<file path="src/rtl/drone_pkg.sv">
// Shared definitions for the drone simulator input path: axis codes,
// axis FSM states and the request decoder used by both axes.
package drone_pkg;

  localparam logic [1:0] CODIGO_PARADO   = 2'b00;
  localparam logic [1:0] CODIGO_POSITIVO = 2'b01;
  localparam logic [1:0] CODIGO_NEGATIVO = 2'b10;

  typedef enum logic [1:0] {
    OCIOSO = 2'b00,
    ATIVO  = 2'b01,
    PAUSA  = 2'b10
  } estado_t;

  // Opposing presses cancel out to idle.
  function automatic logic [1:0] codigo_pedido(input logic positivo, input logic negativo);
    logic [1:0] codigo;
    case ({negativo, positivo})
      2'b01:   codigo = CODIGO_POSITIVO;
      2'b10:   codigo = CODIGO_NEGATIVO;
      default: codigo = CODIGO_PARADO;
    endcase
    return codigo;
  endfunction

endpackage

</file>
<file path="src/rtl/controle_drone_entrada_filtro.sv">
// filtro_botao: two-flop synchroniser followed by a debounce filter whose
// level flips only after the synchronised input disagrees for DEBOUNCE+1 edges.
module filtro_botao #(
  parameter int DEBOUNCE = 4
) (
  input  logic clock,
  input  logic reset,
  input  logic botao_i,
  output logic filtrado_o
);

  localparam int CW = (DEBOUNCE > 0) ? $clog2(DEBOUNCE + 1) : 1;

  logic          sinc1_q, sinc2_q;
  logic          filtrado_q, filtrado_d;
  logic [CW-1:0] cont_q, cont_d;

  always_ff @(posedge clock or posedge reset) begin
    if (reset) begin
      sinc1_q    <= 1'b0;
      sinc2_q    <= 1'b0;
      filtrado_q <= 1'b0;
      cont_q     <= '0;
    end else begin
      sinc1_q    <= botao_i;
      sinc2_q    <= sinc1_q;
      filtrado_q <= filtrado_d;
      cont_q     <= cont_d;
    end
  end

  // Any agreement between input and filtered level restarts the count.
  always_comb begin
    filtrado_d = filtrado_q;
    cont_d     = '0;
    if (sinc2_q != filtrado_q) begin
      if (cont_q == CW'(DEBOUNCE)) begin
        filtrado_d = sinc2_q;
      end else begin
        cont_d = cont_q + 1'b1;
      end
    end
  end

  assign filtrado_o = filtrado_q;

endmodule

</file>
<file path="src/rtl/controle_drone_entrada.sv">
// Drone input front end: debounced buttons feed two auto-repeating axis FSMs
// (vertical, horizontal) plus a registered confirm level.
module controle_drone_entrada #(
  parameter int DEBOUNCE = 4,
  parameter int REPETE   = 200,
  parameter int PAUSA    = 20
) (
  input  logic       clock,
  input  logic       reset,
  input  logic       botao_cima,
  input  logic       botao_baixo,
  input  logic       botao_frente,
  input  logic       botao_tras,
  input  logic       botao_confirma,
  output logic [1:0] controle_vertical,
  output logic [1:0] controle_horizontal,
  output logic       confirma,
  output logic [3:0] db_estado
);

  localparam int MAXC = (REPETE > PAUSA) ? REPETE : PAUSA;
  localparam int CW   = (MAXC > 1) ? $clog2(MAXC) : 1;

  // Bit order: cima, baixo, frente, tras, confirma.
  logic [4:0]      botoes;
  logic [4:0]      filtrado;
  logic [1:0][1:0] saida_w;
  logic [1:0][1:0] estado_w;
  logic            confirma_q;

  assign botoes = {botao_confirma, botao_tras, botao_frente, botao_baixo, botao_cima};

  for (genvar b = 0; b < 5; b++) begin : g_filtro
    filtro_botao #(.DEBOUNCE(DEBOUNCE)) u_filtro (
      .clock     (clock),
      .reset     (reset),
      .botao_i   (botoes[b]),
      .filtrado_o(filtrado[b])
    );
  end

  // g = 0 is the vertical axis (cima/baixo), g = 1 the horizontal (frente/tras).
  for (genvar g = 0; g < 2; g++) begin : g_eixo
    logic [1:0]         pedido;
    drone_pkg::estado_t estado_q, estado_d;
    logic [1:0]         codigo_q, codigo_d;
    logic [CW-1:0]      cont_q, cont_d;

    assign pedido = drone_pkg::codigo_pedido(filtrado[2*g], filtrado[2*g+1]);

    always_ff @(posedge clock or posedge reset) begin
      if (reset) begin
        estado_q <= drone_pkg::OCIOSO;
        codigo_q <= drone_pkg::CODIGO_PARADO;
        cont_q   <= '0;
      end else begin
        estado_q <= estado_d;
        codigo_q <= codigo_d;
        cont_q   <= cont_d;
      end
    end

    always_comb begin
      estado_d = estado_q;
      codigo_d = codigo_q;
      cont_d   = cont_q;
      case (estado_q)
        drone_pkg::OCIOSO: begin
          if (pedido != drone_pkg::CODIGO_PARADO) begin
            estado_d = drone_pkg::ATIVO;
            codigo_d = pedido;
            cont_d   = '0;
          end
        end
        drone_pkg::ATIVO: begin
          // A direction swap restarts the repeat period without an idle cycle.
          if (pedido == drone_pkg::CODIGO_PARADO) begin
            estado_d = drone_pkg::OCIOSO;
            cont_d   = '0;
          end else if (pedido != codigo_q) begin
            codigo_d = pedido;
            cont_d   = '0;
          end else if (cont_q == CW'(REPETE - 1)) begin
            estado_d = drone_pkg::PAUSA;
            cont_d   = '0;
          end else begin
            cont_d = cont_q + 1'b1;
          end
        end
        drone_pkg::PAUSA: begin
          if (pedido == drone_pkg::CODIGO_PARADO) begin
            estado_d = drone_pkg::OCIOSO;
            cont_d   = '0;
          end else if (cont_q == CW'(PAUSA - 1)) begin
            estado_d = drone_pkg::ATIVO;
            codigo_d = pedido;
            cont_d   = '0;
          end else begin
            cont_d = cont_q + 1'b1;
          end
        end
        default: begin
          estado_d = drone_pkg::OCIOSO;
          cont_d   = '0;
        end
      endcase
    end

    assign saida_w[g]  = (estado_q == drone_pkg::ATIVO) ? codigo_q : drone_pkg::CODIGO_PARADO;
    assign estado_w[g] = estado_q;
  end

  always_ff @(posedge clock or posedge reset) begin
    if (reset) begin
      confirma_q <= 1'b0;
    end else begin
      confirma_q <= filtrado[4];
    end
  end

  assign controle_vertical   = saida_w[0];
  assign controle_horizontal = saida_w[1];
  assign confirma            = confirma_q;
  assign db_estado           = {estado_w[0], estado_w[1]};

endmodule

</file>
<file path="config.mk">
export PLATFORM = sky130hd
export DESIGN_NAME = controle_drone_entrada
export DESIGN_NICKNAME = d
export VERILOG_FILES = /design/src/rtl/drone_pkg.sv /design/src/rtl/controle_drone_entrada_filtro.sv /design/src/rtl/controle_drone_entrada.sv
export SDC_FILE = /design/constraint.sdc
export NUM_CORES = 1
export LEC_CHECK = 0
export BUFFER_PORTS_ARGS = -buffer_cell sky130_fd_sc_hd__clkbuf_2
export CAP_MARGIN = 30
export CELL_PAD_IN_SITES_DETAIL_PLACEMENT = 1
export CELL_PAD_IN_SITES_GLOBAL_PLACEMENT = 1
export CORE_MARGIN = 3
export CORE_UTILIZATION = 43
export CTS_BUF_LIST = sky130_fd_sc_hd__clkbuf_16
export DETAILED_ROUTE_END_ITERATION = 10
export GPL_TIMING_DRIVEN = 1
export PLACE_DENSITY = 0.72
export SETUP_SLACK_MARGIN = 0.1
export SLEW_MARGIN = 20
export SYNTH_ARGS = -nofsm -noshare
export SYNTH_HDL_FRONTEND = slang
export SYNTH_SLANG_ARGS = --single-unit
</file>
<file path="constraint.sdc">
create_clock -name clock -period 2.92 [get_ports clock]
set_clock_uncertainty 0.05 [all_clocks]
set_input_delay 0.292 -clock clock [delete_from_list [all_inputs] [get_ports clock]]
set_output_delay 0.292 -clock clock [all_outputs]
set_load 0.05 [all_outputs]
</file>
==> metrics.txt, run 1 <==
initial core utilization=44.53%; VDD IR max=0.5084 mV; max_cap viols=0; Critical Path RT=3.05 ns; height of the die=~87 um; critical path class=flip-flop to flip-flop; Synthesis Warnings=0; Post-Synth Simple-Gate Area=17.60%; distinct cell type count of the synthesized netlist=45; row cnt=29; Compound-Gate Fraction of Synth Area=9.811%; Initial DRC Count=46; max-slew violation count=0; most frequent cell after synthesis=dfrtp_1; Final min period=2.325 ns; fmax=0.4302 GHz; multiplexer area fraction after synthesis=5.367%; Hold Violations, Final=0; placed instance area=3019 um2; vias per inst=5.351; number of flops mapped to enable cells by yosys=0; total number of vias=1,980; slowest cell delay on critical path=roughly 0.47 ns; syn_nets=301; n_diodes=0; CTS buffer count=5; share of the synthesized area in the top cell type=48.39%; Die W=87.33 um; post-synth top area cell=dfrtp_1; dominant cells by area after synthesis=dfrtp_1 48%, ha_1 11%, mux2_2 4.0%; antenna violations before repair=0; GRT Total Usage=between 10% and 20%; Final Instance Area=about 3200 um2; Post-route DRC=0; RSZ-0062 raised after global routing=false; share of cells above drive strength 1=14.33%; post-CTS setup buffers=0; crit end category=flip-flop; CP Cell Sequence=ha_1, or4b_1, or4_1, o21ai_0, and3_1, mux2_2; H-tree Lvls=2; GRT Residual Overflow=0; mean post-synth cell area=about 11 um2; CTS root buf=clkbuf_16; Clk Latency, worst-skew pair=0.29 ns; Die ar.=7626 um2; status=finished clean; Post-synth top cells=55 x dfrtp_1, 27 x inv_1, 24 x ha_1, 18 x nor2_1, 17 x nand2_1; I/O pins=16; cell count after synthesis=270; FF+latch count, synth=55; Clock Path Buffers=2; Worst-Margin Slew=0.4229 ns; CTS tree=built; ANT nets after route=0; final cycle utilization of the critical path=between 70% and 80%; Hold WC Path Type=input port to flip-flop; Seq/Total Area, Yosys=approximately half; largest family of logic cells by synthesized area=simple AND/OR/NAND/NOR gates; CP Launch Type=flip-flop; Async SR Flop Fraction=100.0%; routed wire length per instance=14.50 um; global-route wire length before repair=between 9 and 10 mm; vias in the first global route=2,126; Slew HR=a little under three quarters; Hold-fix buffers, CTS=1; Core Region=6386 um2; setup tns final=0 ns; PwrDens=900.4 nW/um2; Initial DRT Pass Iterations=4; adder-cell share of the synthesized area=10.56%; Top FF cell, synth=dfrtp_1; port bufs=15; Final setup violation count=0; final wirelength=~5.4 mm; CP Data Arrival Time=about 2.5 ns; Area Growth Syn to Fin=12.10%; hold_ws=0.04735 ns; post-synthesis xor/xnor area fraction=4.311%; final net count=roughly 320; number of fill cells=708; hpwl dp=3.985 mm; synthesized cell area=between 2000 and 3000 um2; final RePlAce weighted congestion=0.7574; Sink Count=55; slowest library cell on the worst path=or4b_1; Resized Gates After CTS=0; largest net degree at the start of global routing=27; Worst-path clk slew=roughly 0.080 ns; Critical Path Fanout Max=5; Pleak=1.479 nW
## worst max-delay path: cells and delay by family (launching register included)
family / cells / cell delay, ns
AO/OA/AOI/OAI: 1 / 0.13
adder cells (fa/ha/maj): 1 / 0.24
flip-flops: 1 / 0.39
multiplexers: 1 / 0.33
AND/OR/NAND/NOR: 3 / 1.07
## report_power, final
group,switching (mW),internal (mW)
combinational,0.708,0.473
clock,0.291,0.332
sequential,0.141,0.926
total,1.14,1.73
## worst paths after layout
| check | slack [ns] | cells past startpoint | startpoint | endpoint |
|---|---|---|---|---|
| max | 0.60 | 6 | g_eixo[0].cont_q[0] | g_eixo[0].codigo_q[1] |
| min | 0.05 | 1 | botao_confirma | g_filtro[4].u_filtro.sinc1_q |
| max reg2reg | 0.60 | 6 | g_eixo[0].cont_q[0] | g_eixo[0].codigo_q[1] |
| min reg2reg | 0.31 | 0 | g_filtro[4].u_filtro.sinc1_q | g_filtro[4].u_filtro.sinc2_q |
| max in group asynchronous | 1.69 | 4 | reset | g_filtro[0].u_filtro.cont_q[0] |
| min in group asynchronous | 0.47 | 3 | reset | g_filtro[2].u_filtro.cont_q[1] |
## logic make-up (layout without fill, tap and decap cells)
logic type                 after synthesis  in the layout
DFF                                     55             55
buffers and inverters                   30             53
adders and majority gates               24             24
AOI/OAI and AO/OA                       41             41
and+or+nand+nor                         92             92
xor gates and xnor gates                14             14
muxes                                   14             14
## routing by layer
layer / share of wire (%) / track usage [%]
met1: 44 / 18.70
met2: 53 / 28.84
met3: 2.2 / 2.838
met4: 0.67 / 4.603
met5: 0 / 0
## registers in the layout, indices dropped and copies added, names as in the netlist
| signal | count |
|---|---|
| g_eixo.cont_q | 16 |
| confirma | 1 |
| g_filtro.u_filtro.filtrado_o | 5 |
| g_eixo.codigo_q | 4 |
| g_filtro.u_filtro.cont_q | 15 |
| g_eixo.estado_q | 4 |
| g_filtro.u_filtro.sinc2_q | 5 |
| g_filtro.u_filtro.sinc1_q | 5 |
## metrics by stage
step	power, mW	setup slack (ns)	util, %	std cells
after floorplan	1.995	0.6646	-	270
after global placement	2.222	0.6541	47.28	361
after detailed placement	2.276	0.6002	47.28	361
after CTS	2.925	0.5787	49.92	370
after global routing	3.104	0.4257	49.92	370
final	2.870	0.5955	49.92	370
## cells in the final DEF (no fill, tap or decap), types with 3 or more instances in the layout
cell and count:
a211oi_1 3, a21oi_1 11, and2_1 8, and3_1 3, clkbuf_16 5, clkbuf_2 15
dfrtp_1 55, ha_1 24, inv_1 26, mux2_2 10, mux2i_1 4, nand2_1 17
nand3_1 9, nor2_1 18, nor2b_1 9, nor3_1 5, nor3b_1 4, o21ai_0 11
or4_1 3, xnor2_1 10, xor2_1 4
## area by class of cell
type                            instances  area [um2]  share of cell area [%]
Clock buffer                            5       125.1                   3.925
Tap cell                               77       96.34                   3.022
Sequential cell                        55        1376                   43.17
Inverter                               27       101.3                   3.179
Clock inverter                          3       33.78                   1.060
Timing Repair Buffer                   18       100.1                   3.140
Multi-Input combinational cell        185        1355                   42.50
No activity file was read; power rests on OpenSTA's default activity.
==> inputs of run 2 (changes only) <==
--- a/config.mk
+++ b/config.mk
@@ -5,16 +5,17 @@
 export SDC_FILE = /design/constraint.sdc
 export NUM_CORES = 1
 export LEC_CHECK = 0
+export ABC_AREA = 1
 export BUFFER_PORTS_ARGS = -buffer_cell sky130_fd_sc_hd__clkbuf_2
 export CAP_MARGIN = 30
 export CELL_PAD_IN_SITES_DETAIL_PLACEMENT = 1
 export CELL_PAD_IN_SITES_GLOBAL_PLACEMENT = 1
 export CORE_MARGIN = 3
-export CORE_UTILIZATION = 43
+export CORE_UTILIZATION = 42
 export CTS_BUF_LIST = sky130_fd_sc_hd__clkbuf_16
 export DETAILED_ROUTE_END_ITERATION = 10
 export GPL_TIMING_DRIVEN = 1
-export PLACE_DENSITY = 0.72
+export PLACE_DENSITY = 0.75
 export SETUP_SLACK_MARGIN = 0.1
 export SLEW_MARGIN = 20
 export SYNTH_ARGS = -nofsm -noshare
==> constraint.sdc (replaced) <==
create_clock -name clock -period 2 [get_ports clock]
set_clock_uncertainty 0.05 [all_clocks]
set_input_delay 0.2 -clock clock [delete_from_list [all_inputs] [get_ports clock]]
set_output_delay 0.2 -clock clock [all_outputs]
set_load 0.05 [all_outputs]
==> run 2 against run 1 <==
Final area is 7.1% higher; non-clock buffer count is 4 higher; first-iteration DRC count is 4.3% higher; final cell count is 26% higher; combinational power is 91% higher; total power is 65% higher; sequential power is 50% higher; clock power is 40% higher; sequential cell count stayed put; core utilization is 0.060 points higher; largest power group unchanged.
==> metrics.txt, run 2 <==
status=finished clean (unchanged); global-route wire length before repair=10.88 mm (was 9.473 mm); vias per inst=4.779 (was 5.351); Clk Latency, worst-skew pair=0.29 ns (about the same); final RePlAce weighted congestion=0.7760 (was 0.7574); Die W=90.40 um (was 87.33 um); cell count after synthesis=341 (was 270); Hold Path Depth=0 (was 1); synthesized cell area=2992 um2 (was 2844 um2); height of the die=90.40 um (was 87.33 um); share of the synthesized area in the top cell type=46.01% (was 48.39%); Clock Path Buffers=2 (unchanged); post-synth top area cell=dfrtp_1 (unchanged); hold_sp=g_filtro[1].u_filtro.sinc1_q (was botao_confirma); distinct cell type count of the synthesized netlist=31 (was 45); dominant cells by area after synthesis=dfrtp_1 46%, ha_1 10%, nand2_1 10% (was dfrtp_1 48%, ha_1 11%, mux2_2 4.0%); fmax=0.5782 GHz (was 0.4302 GHz); slowest cell delay on critical path=0.39 ns (was 0.47 ns); Hold WC Path Type=flip-flop to flip-flop (was input port to flip-flop); fin cells=467 (was 370); RSZ-0062 raised after global routing=false (unchanged); number of flops mapped to enable cells by yosys=0 (unchanged); Core Region=6832 um2 (was 6386 um2); total number of vias=2,232 (was 1,980); Sink Count=55 (unchanged); Power, Total=4.727 mW (was 2.870 mW); reg-to-reg slack, setup=0.27 ns (was 0.60 ns); RR Endpoint=g_eixo[0].cont_q[3] (was g_eixo[0].codigo_q[1]); syn_nets=372 (was 301); share of cells above drive strength 1=15.09% (was 14.33%); largest net degree at the start of global routing=56 (was 27); port bufs=15 (unchanged); Worst path top cell family by delay=simple AND/OR/NAND/NOR gates (unchanged); PwrDens=1384 nW/um2 (was 900.4 nW/um2); Slew HR=78.44% (was 71.55%); Worst-Margin Slew=0.3211 ns (was 0.4229 ns); H-tree Lvls=2 (unchanged); Pleak=1.706 nW (was 1.479 nW); met2 Use GR=27.38% (was 28.84%); depth of the most critical reg-to-reg path=7 (was 6); ANT nets after route=0 (unchanged); CP Data Arrival Time=1.90 ns (was 2.45 ns); FF+latch count, synth=55 (unchanged); Post-route DRC=0 (unchanged); final wirelength=5.900 mm (was 5.364 mm); critical path class=flip-flop to flip-flop (unchanged); Area Growth Syn to Fin=14.14% (was 12.10%); Global Route met1 Usage=20.99% (was 18.70%); FF-to-FF Start=g_filtro[0].u_filtro.filtrado_o (was g_eixo[0].cont_q[0]); DP Worst Slack=0.2447 ns (was 0.6002 ns); Buf/Inv on CP=1 (was 0); slowest library cell on the worst path=dfrtp_1 (was or4b_1); register with the most flip-flops=g_eixo.cont_q (unchanged); dpl cells=453 (was 361); PnR worst setup slack=0.2706 ns (was 0.5955 ns); max-slew violation count=0 (unchanged); initial core utilization=43.79% (was 44.53%); Top Registers=g_eixo.cont_q (16), g_filtro.u_filtro.cont_q (15) (unchanged); final net count=401 (was 323); max FFs per register=16 (unchanged); Top Usage Layer GRT=met2 (unchanged); setup tns final=0 ns (unchanged); routed wire length per instance=12.63 um (was 14.50 um); hpwl dp=4.412 mm (was 3.985 mm); VDD IR max=0.5015 mV (was 0.5084 mV); Worst Hold End=g_filtro[1].u_filtro.sinc2_q (was g_filtro[4].u_filtro.sinc1_q); antenna violations before repair=0 (unchanged); CP Cell Sequence=inv_1, ha_1, nor2_2, nand3_1, nand2_2, nand3_4, a21oi_2 (was ha_1, or4b_1, or4_1, o21ai_0, and3_1, mux2_2); Hold Violations, Final=0 (unchanged); most common library cell in the layout ignoring fill and taps=nand2_1 (was dfrtp_1); crit end category=flip-flop (unchanged); post-CTS setup buffers=0 (unchanged); Post-synth top cells=80 x nand2_1, 55 x dfrtp_1, 49 x inv_1, 34 x nor2_1, 24 x ha_1 (was 55 x dfrtp_1, 27 x inv_1, 24 x ha_1, 18 x nor2_1, 17 x nand2_1); Die ar.=8171 um2 (was 7626 um2); Critical Path Fanout Max=5 (unchanged); CTS tree=built (unchanged); CTS buffer count=5 (unchanged); max_cap viols=0 (unchanged); Final setup violation count=0 (unchanged); Async SR Flop Fraction=100.0% (unchanged); CTS root buf=clkbuf_16 (unchanged); Initial DRC Count=48 (was 46); Synthesis Warnings=0 (unchanged); mean post-synth cell area=8.773 um2 (was 10.53 um2); most frequent cells in the layout=80 x nand2_1, 55 x dfrtp_1, 48 x inv_1 (was 55 x dfrtp_1, 26 x inv_1, 24 x ha_1); Critical Path RT=2.17 ns (was 3.05 ns); M3 GR Usage=2.750% (was 2.838%); I/O pins=16 (unchanged); n_diodes=0 (unchanged); Top FF cell, synth=dfrtp_1 (unchanged); Initial DRT Pass Iterations=4 (unchanged); vias in the first global route=2,384 (was 2,126); Final min period=1.729 ns (was 2.325 ns); GRT Total Usage=16.11% (was 15.77%); CP Launch Type=flip-flop (unchanged); Worst-path clk slew=0.07 ns (was 0.08 ns); most frequent cell after synthesis=nand2_1 (was dfrtp_1); row cnt=30 (was 29); Seq/Total Area, Yosys=46.01% (was 48.39%); final cycle utilization of the critical path=86.47% (was 79.61%); GRT Residual Overflow=0 (unchanged)
## run 2: changes by cell type in the layout (fill, tap and decap cells not counted), sizes merged, moves of 9 or more
cell   delta
nand2    +70
inv      +23
nor2     +21
nand3    +13
mux2      -9
nor2b     -9
## run 2: routing by layer
metal  wire length [um]  up-vias  share of wire, %
met4                 78        0               1.3
met1               2829     1088                48
li1                   -     1123                 -
met2               2893       14                49
met3                 98        7               1.7
met5                  0        -                 0
## run 2: per-stage QoR
step	hold WS (ns)	instance area [um2]	util (%)
2_1_floorplan	0.1814	2992	-
3_3_place_gp	0.2103	3207	46.94
3_5_place_dp	0.2103	3207	46.94
4_1_cts	0.3095	3412	49.95
5_1_grt	0.3202	3415	49.98
6_report	0.3062	3415	49.98
## run 2: power by group
group	leakage, nW	internal [mW]	switching [mW]
clock network	0.0674	0.463	0.409
registers	0.711	1.38	0.224
logic	0.927	0.735	1.52
total	1.71	2.58	2.15
## run 2: worst max-delay path by stage
stage | from | endpoint | slack [ns] | cells past startpoint
after floorplan | g_eixo[1].estado_q[0] | g_eixo[1].cont_q[5] | 0.15 | 7
after global placement | g_filtro[0].u_filtro.filtrado_o | g_eixo[0].cont_q[3] | 0.29 | 7
after detailed placement | g_filtro[0].u_filtro.filtrado_o | g_eixo[0].cont_q[3] | 0.24 | 7
after CTS | g_filtro[0].u_filtro.filtrado_o | g_eixo[0].cont_q[3] | 0.22 | 7
after global routing | g_filtro[2].u_filtro.filtrado_o | g_eixo[1].cont_q[5] | 0.13 | 7
final | g_filtro[0].u_filtro.filtrado_o | g_eixo[0].cont_q[3] | 0.27 | 7
## run 2: logic make-up (layout without fill, tap and decap cells)
group / count (synthesis) / after routing / share of synthesized area [%]
flops: 55 / 55 / 46.01
compound gates: 28 / 28 / 6.525
fa+ha+maj: 24 / 24 / 10.04
mux: 1 / 1 / 0.3764
xor+xnor: 18 / 18 / 5.270
buf+inv: 52 / 82 / 6.608
simple gates: 163 / 163 / 25.18
## run 2: timing repair
item,4_1_cts,5_1_grt
hold buffers,6,0
hold endpoints to repair,60,0
setup endpoints to repair,0,1
gates resized for setup,0,1
## run 2: area by class of cell
class                      count  area, um2
tap                           96      120.1
timing repair buffer          22      155.1
multi-input combinational    234       1420
inverter                      52      197.7
sequential                    55       1376
fill                         830       3417
clock inverter                 3      20.02
clock buffer                   5      125.1
